## config.mk

```make
export PLATFORM = sky130hd
export DESIGN_NAME = fetch_unit
export DESIGN_NICKNAME = d
export VERILOG_FILES = /design/src/rtl/fetch_unit.sv
export SDC_FILE = /design/constraint.sdc
export NUM_CORES = 1
export LEC_CHECK = 0
export CAP_MARGIN = 0
export CELL_PAD_IN_SITES_DETAIL_PLACEMENT = 0
export CELL_PAD_IN_SITES_GLOBAL_PLACEMENT = 1
export CORE_MARGIN = 2
export CORE_UTILIZATION = 25
export DETAILED_ROUTE_END_ITERATION = 8
export GPL_TIMING_DRIVEN = 0
export PLACE_DENSITY = 0.63
export SLEW_MARGIN = 20
export SYNTH_ARGS = -nofsm -noshare
export SYNTH_HDL_FRONTEND = slang
export SYNTH_SLANG_ARGS = --single-unit
```

## constraint.sdc

```tcl
create_clock -name clk -period 4.1 [get_ports clk]
set_input_delay 0.82 -clock clk [delete_from_list [all_inputs] [get_ports clk]]
set_output_delay 0.82 -clock clk [all_outputs]
set_load 0.01 [all_outputs]
```

## src/rtl/fetch_unit.sv

```systemverilog
// Instruction-fetch stage: owns the fetch PC, runs a single-outstanding req/ack
// instruction-memory port and buffers fetched words in a 2-entry queue for ID.
module fetch_unit #(
    parameter logic [29:0] RESET_PC = 30'h0000_0C0D,
    parameter int          DEPTH    = 2
) (
    input  logic        clk,
    input  logic        rst,
    input  logic [29:0] next_pc,
    input  logic        redirect,
    input  logic        stall,
    output logic [29:0] cur_pc,
    output logic        imem_req,
    output logic [29:0] imem_addr,
    input  logic        imem_ack,
    input  logic [31:0] imem_rdata,
    output logic        if_valid,
    output logic [29:0] if_pc,
    output logic [31:0] if_instr
);

    localparam logic [1:0] FULL = 2'(DEPTH);

    typedef enum logic [1:0] {
        IDLE = 2'd0,
        REQ  = 2'd1,
        DROP = 2'd2
    } state_t;

    state_t      state, state_next;
    logic [1:0]  count, count_next;
    logic        wr_ptr, rd_ptr;
    logic [29:0] drop_addr, drop_addr_next;
    logic [29:0] cur_pc_next;
    logic        push, pop;

    logic [29:0] pc_q    [2];
    logic [31:0] instr_q [2];

    // Redirect dominates push and pop so a flush never leaves a stale entry.
    always_comb begin
        push           = (state == REQ) && imem_ack && !redirect;
        pop            = (count != 2'd0) && !stall && !redirect;
        count_next     = redirect ? 2'd0 : (count + 2'(push) - 2'(pop));
        state_next     = state;
        cur_pc_next    = cur_pc;
        drop_addr_next = drop_addr;
        case (state)
            IDLE: begin
                if (redirect) begin
                    cur_pc_next = next_pc;
                    state_next  = REQ;
                end else if (count_next < FULL) begin
                    state_next = REQ;
                end
            end
            REQ: begin
                if (redirect) begin
                    cur_pc_next = next_pc;
                    if (!imem_ack) begin
                        drop_addr_next = cur_pc;
                        state_next     = DROP;
                    end
                end else if (imem_ack) begin
                    cur_pc_next = next_pc;
                    state_next  = (count_next < FULL) ? REQ : IDLE;
                end
            end
            DROP: begin
                // The killed request keeps its address on the bus until its ack.
                if (redirect) cur_pc_next = next_pc;
                if (imem_ack) state_next = REQ;
            end
            default: state_next = IDLE;
        endcase
    end

    // Control state register
    always_ff @(posedge clk) begin
        if (rst) begin
            state     <= IDLE;
            count     <= 2'd0;
            wr_ptr    <= 1'b0;
            rd_ptr    <= 1'b0;
            cur_pc    <= RESET_PC;
            drop_addr <= 30'd0;
        end else begin
            state     <= state_next;
            count     <= count_next;
            cur_pc    <= cur_pc_next;
            drop_addr <= drop_addr_next;
            if (redirect) begin
                wr_ptr <= 1'b0;
                rd_ptr <= 1'b0;
            end else begin
                wr_ptr <= wr_ptr ^ push;
                rd_ptr <= rd_ptr ^ pop;
            end
        end
    end

    // Queue storage
    always_ff @(posedge clk) begin
        if (push) begin
            pc_q[wr_ptr]    <= cur_pc;
            instr_q[wr_ptr] <= imem_rdata;
        end
    end

    assign imem_req  = (state != IDLE);
    assign imem_addr = (state == DROP) ? drop_addr : cur_pc;
    assign if_valid  = (count != 2'd0);
    assign if_pc     = if_valid ? pc_q[rd_ptr] : 30'd0;
    assign if_instr  = if_valid ? instr_q[rd_ptr] : 32'd0;

endmodule

```

==> impl_metrics.tcl <==
set metrics [dict create \
    cts-root-to-sink-buffers 2 \
    worst-path-max-fanout 10 \
    timing.rr.end "state[0]" \
    initial_detailed_routing_violation_count 221 \
    grt-ovfl-total 0 \
    ir_drop_uv 233 \
    hold_depth 2 \
    total_leakage_power_nw 3.54 \
    start_kind "flop" \
    max_slew_margin_pct 49.7 \
    initial_util_pct 25.4 \
    detailed_place_hpwl_um 14500 \
    floorplan.die_area_sq_mm 0.0316 \
    setup.worst_path.class "reg -> out" \
    multi_input_area_sq_mm 0.00227 \
    power_per_cell_area_mw_per_mm2 398 \
    synth-warning-count 0 \
    fin_skew_ns 0.0240 \
    routed_via_density 4.32 \
    fin_crit_ns 3.16 \
    hold_path.startpoint "drop_addr[11]" \
    core_area_sq_mm 0.0296 \
    drt-pass1-iter-count 4 \
    synthesis.nets 668 \
    route.detailed.drc 0 \
    worst_slew_pin_slew_ns 0.754 \
    timing.critical_path.slowest_cell_delay_ns 0.50 \
    vias 5227 \
    routed_met2_length_um 10200 \
    io_pins 191 \
    report.power.total_mw 4.21 \
    routabilityCongestion 0.761 \
    antenna_violations_before_repair 0 \
    grt_use_total_pct 13.3 \
    cts_resized 0 \
    run_status "finished, final reports clean" \
    nNetsFinal 879 \
    synth.distinct_cells 35 \
    rsz0062_at_grt "no" \
    regToRegSetupSlack_ns 1.84 \
    clock_transition_at_the_registers_of_the_reported_paths_ns 0.07 \
    numClockSinks 190 \
    met1Wirelength_um 9190 \
    die_h_um 178 \
    via_count_of_the_first_global_routing_pass 5272 \
    path_delay_family "buffers and inverters" \
    ys_ff_latch 190 \
    final-max-slew-violation-count 0 \
    synth-edff-count 124 \
    timing.critical_path.slowest_stage_cell "sky130_fd_sc_hd__clkdlybuf4s50_1" \
    max_frequency_mhz 317 \
    grt_start_max_net_pins 34 \
    final-setup-viol-count 0 \
    synth-async-reset-ratio_pct 0 \
    grt_first_pass_wirelength_um 31300 \
    rr_worst_depth 9 \
    numCtsBuffers 17 \
    postSynthCellCount 597 \
    fin_cells 1211 \
    top_layer_used "met4" \
    clockRootBuffer "sky130_fd_sc_hd__clkbuf_16" \
    timing_hold_violations_final 0 \
    timing.critical_path.cells "nor2_1 > clkbuf_1 > buf_2 > nor2_1 > clkdlybuf4s50_1" \
    hold-path-endpoint "drop_addr[11]" \
    synth-seq-area-share_pct 66.9 \
    synth_top_flop_cell "sky130_fd_sc_hd__edfxtp_1" \
    fin_crit_sh_pct 77.0 \
    final.fill_count 2991 \
    placementRows 63 \
    cts_max_level 4 \
    critical_path.n_buffers_inverters 3 \
    timing.critical_path.to_type "output port" \
    netlist.area_leader.share_pct 49.4 \
    placed_cells 1179 \
    synth_top_cell_by_area "sky130_fd_sc_hd__edfxtp_1" \
    syn_area_sq_mm 0.00754 \
    r2r_start "count[1]" \
    final-seq-area_sq_mm 0.00504 \
    synth.area.top_cells "sky130_fd_sc_hd__edfxtp_1, sky130_fd_sc_hd__dfxtp_1, sky130_fd_sc_hd__mux2i_1" \
    critPathLaunch "count[1]" \
    dr_wl_met3_um 1360 \
    cts_hold_buf 0 \
    post-cts-setup-buffers 0 \
    wire_per_inst_um 17.2 \
    cp_data_required_time_ns 3.28 \
    tritoncts "yes" \
    final_util_pct 35.7 \
    place.port_buffers 190 \
    flow.area_growth_from_synthesis_pct 40.5 \
    clk-insertion-delay-late_ns 0.43 \
    drtAntennaViolNets 0 \
    cell_with_the_most_instances_after_synthesis "sky130_fd_sc_hd__edfxtp_1" \
    drv.max_cap_violation_count 0 \
    post_route_cells_drive_above_1_share_pct 12.5 \
    cpMostUsedCell "sky130_fd_sc_hd__nor2_1" \
    postRouteWirelength_um 20800 \
    hold_path_class "reg -> reg" \
    yosys-top-cells-count "sky130_fd_sc_hd__edfxtp_1, sky130_fd_sc_hd__dfxtp_1, sky130_fd_sc_hd__nor2_1" \
    critical_path_data_arrival_time_ns 2.34 \
    antennaDiodeCount 0 \
    avgSynthCellArea_sq_um 12.6 \
    die_width_um 178 \
]
## placed cells by master, fill, tap and decap left out, types with 3 or more instances in the layout
cell type                         count
sky130_fd_sc_hd__nor2_1              65
sky130_fd_sc_hd__nand2_1             61
sky130_fd_sc_hd__nand3_1             26
sky130_fd_sc_hd__dfxtp_1             66
sky130_fd_sc_hd__mux2i_1             62
sky130_fd_sc_hd__inv_6                4
sky130_fd_sc_hd__nor3_1               3
sky130_fd_sc_hd__buf_2               28
sky130_fd_sc_hd__edfxtp_1           124
sky130_fd_sc_hd__o21ai_0             21
sky130_fd_sc_hd__a211o_1              5
sky130_fd_sc_hd__clkbuf_16           19
sky130_fd_sc_hd__clkinv_2             3
sky130_fd_sc_hd__clkbuf_1             9
sky130_fd_sc_hd__buf_4                5
sky130_fd_sc_hd__o21ai_1              5
sky130_fd_sc_hd__a21oi_1             56
sky130_fd_sc_hd__inv_1                4
sky130_fd_sc_hd__mux2_2              30
sky130_fd_sc_hd__clkdlybuf4s50_1    190
sky130_fd_sc_hd__and3_1               5
## tightest hold or removal path: stages (launching register included)
cell	delay (ns)
sky130_fd_sc_hd__dfxtp_1	0.31
sky130_fd_sc_hd__nand2_1	0.05
sky130_fd_sc_hd__a21oi_1	0.05
## final cells by class
type                            count  area share (%)
Multi-Input combinational cell    360            21.5
Buffer                             43            2.17
Tap cell                          390            4.61
Clock buffer                       22            4.78
Timing Repair Buffer              192            18.3
Sequential cell                   190            47.6
Clock inverter                     10           0.874
Inverter                            4           0.142
## worst max-delay path by stage
stage	slack, ns	cells past startpoint	to
4_1_cts	0.82	5	if_pc[27]
3_3_place_gp	-0.72	6	instr_q[0][8]
5_1_grt	0.72	5	if_pc[27]
6_report	0.94	5	if_pc[27]
3_5_place_dp	1.03	7	instr_q[0][8]
2_1_floorplan	0.95	5	instr_q[1][0]
## layer usage
metal | vias to the layer above | GRT usage, %
met2 | 136 | 22.2
met3 | 10 | 3.68
met4 | 0 | 3.28
met1 | 2524 | 17.2
li1 | 2557 | -
met5 | - | 0
## flip-flops by register name, summed over array words and instances, names as in the netlist
register,count
instr_q,64
pc_q,60
state,2
rd_ptr,1
wr_ptr,1
count,2
cur_pc,30
drop_addr,30
## power by group
group          leakage (nW)  internal [mW]  switching, mW
sequential             1.69           2.09         0.0436
clock                 0.303          0.950          0.735
combinational          1.55          0.213          0.178
total                  3.54           3.25          0.956
## metrics by stage
step	hold WS (ns)	instance area, sq um	setup slack (ns)	TNS, ns
after global placement	0.440	9930	-0.720	-88.77
after global routing	0.470	10600	0.715	0
after floorplan	0.434	7540	0.946	0
after detailed placement	0.444	9990	1.03	0
after CTS	0.453	10600	0.818	0
final	0.450	10600	0.944	0
## cell families after synthesis
family / share of synthesized area, %
xor gates and xnor gates: 0.232
DFF: 66.9
muxes: 12.7
buffers and inverters: 3.25
AOI/OAI and AO/OA: 6.59
adders and majority gates: 0.664
and+or+nand+nor: 9.61
Note: power is estimated with default switching activity, not from simulation.
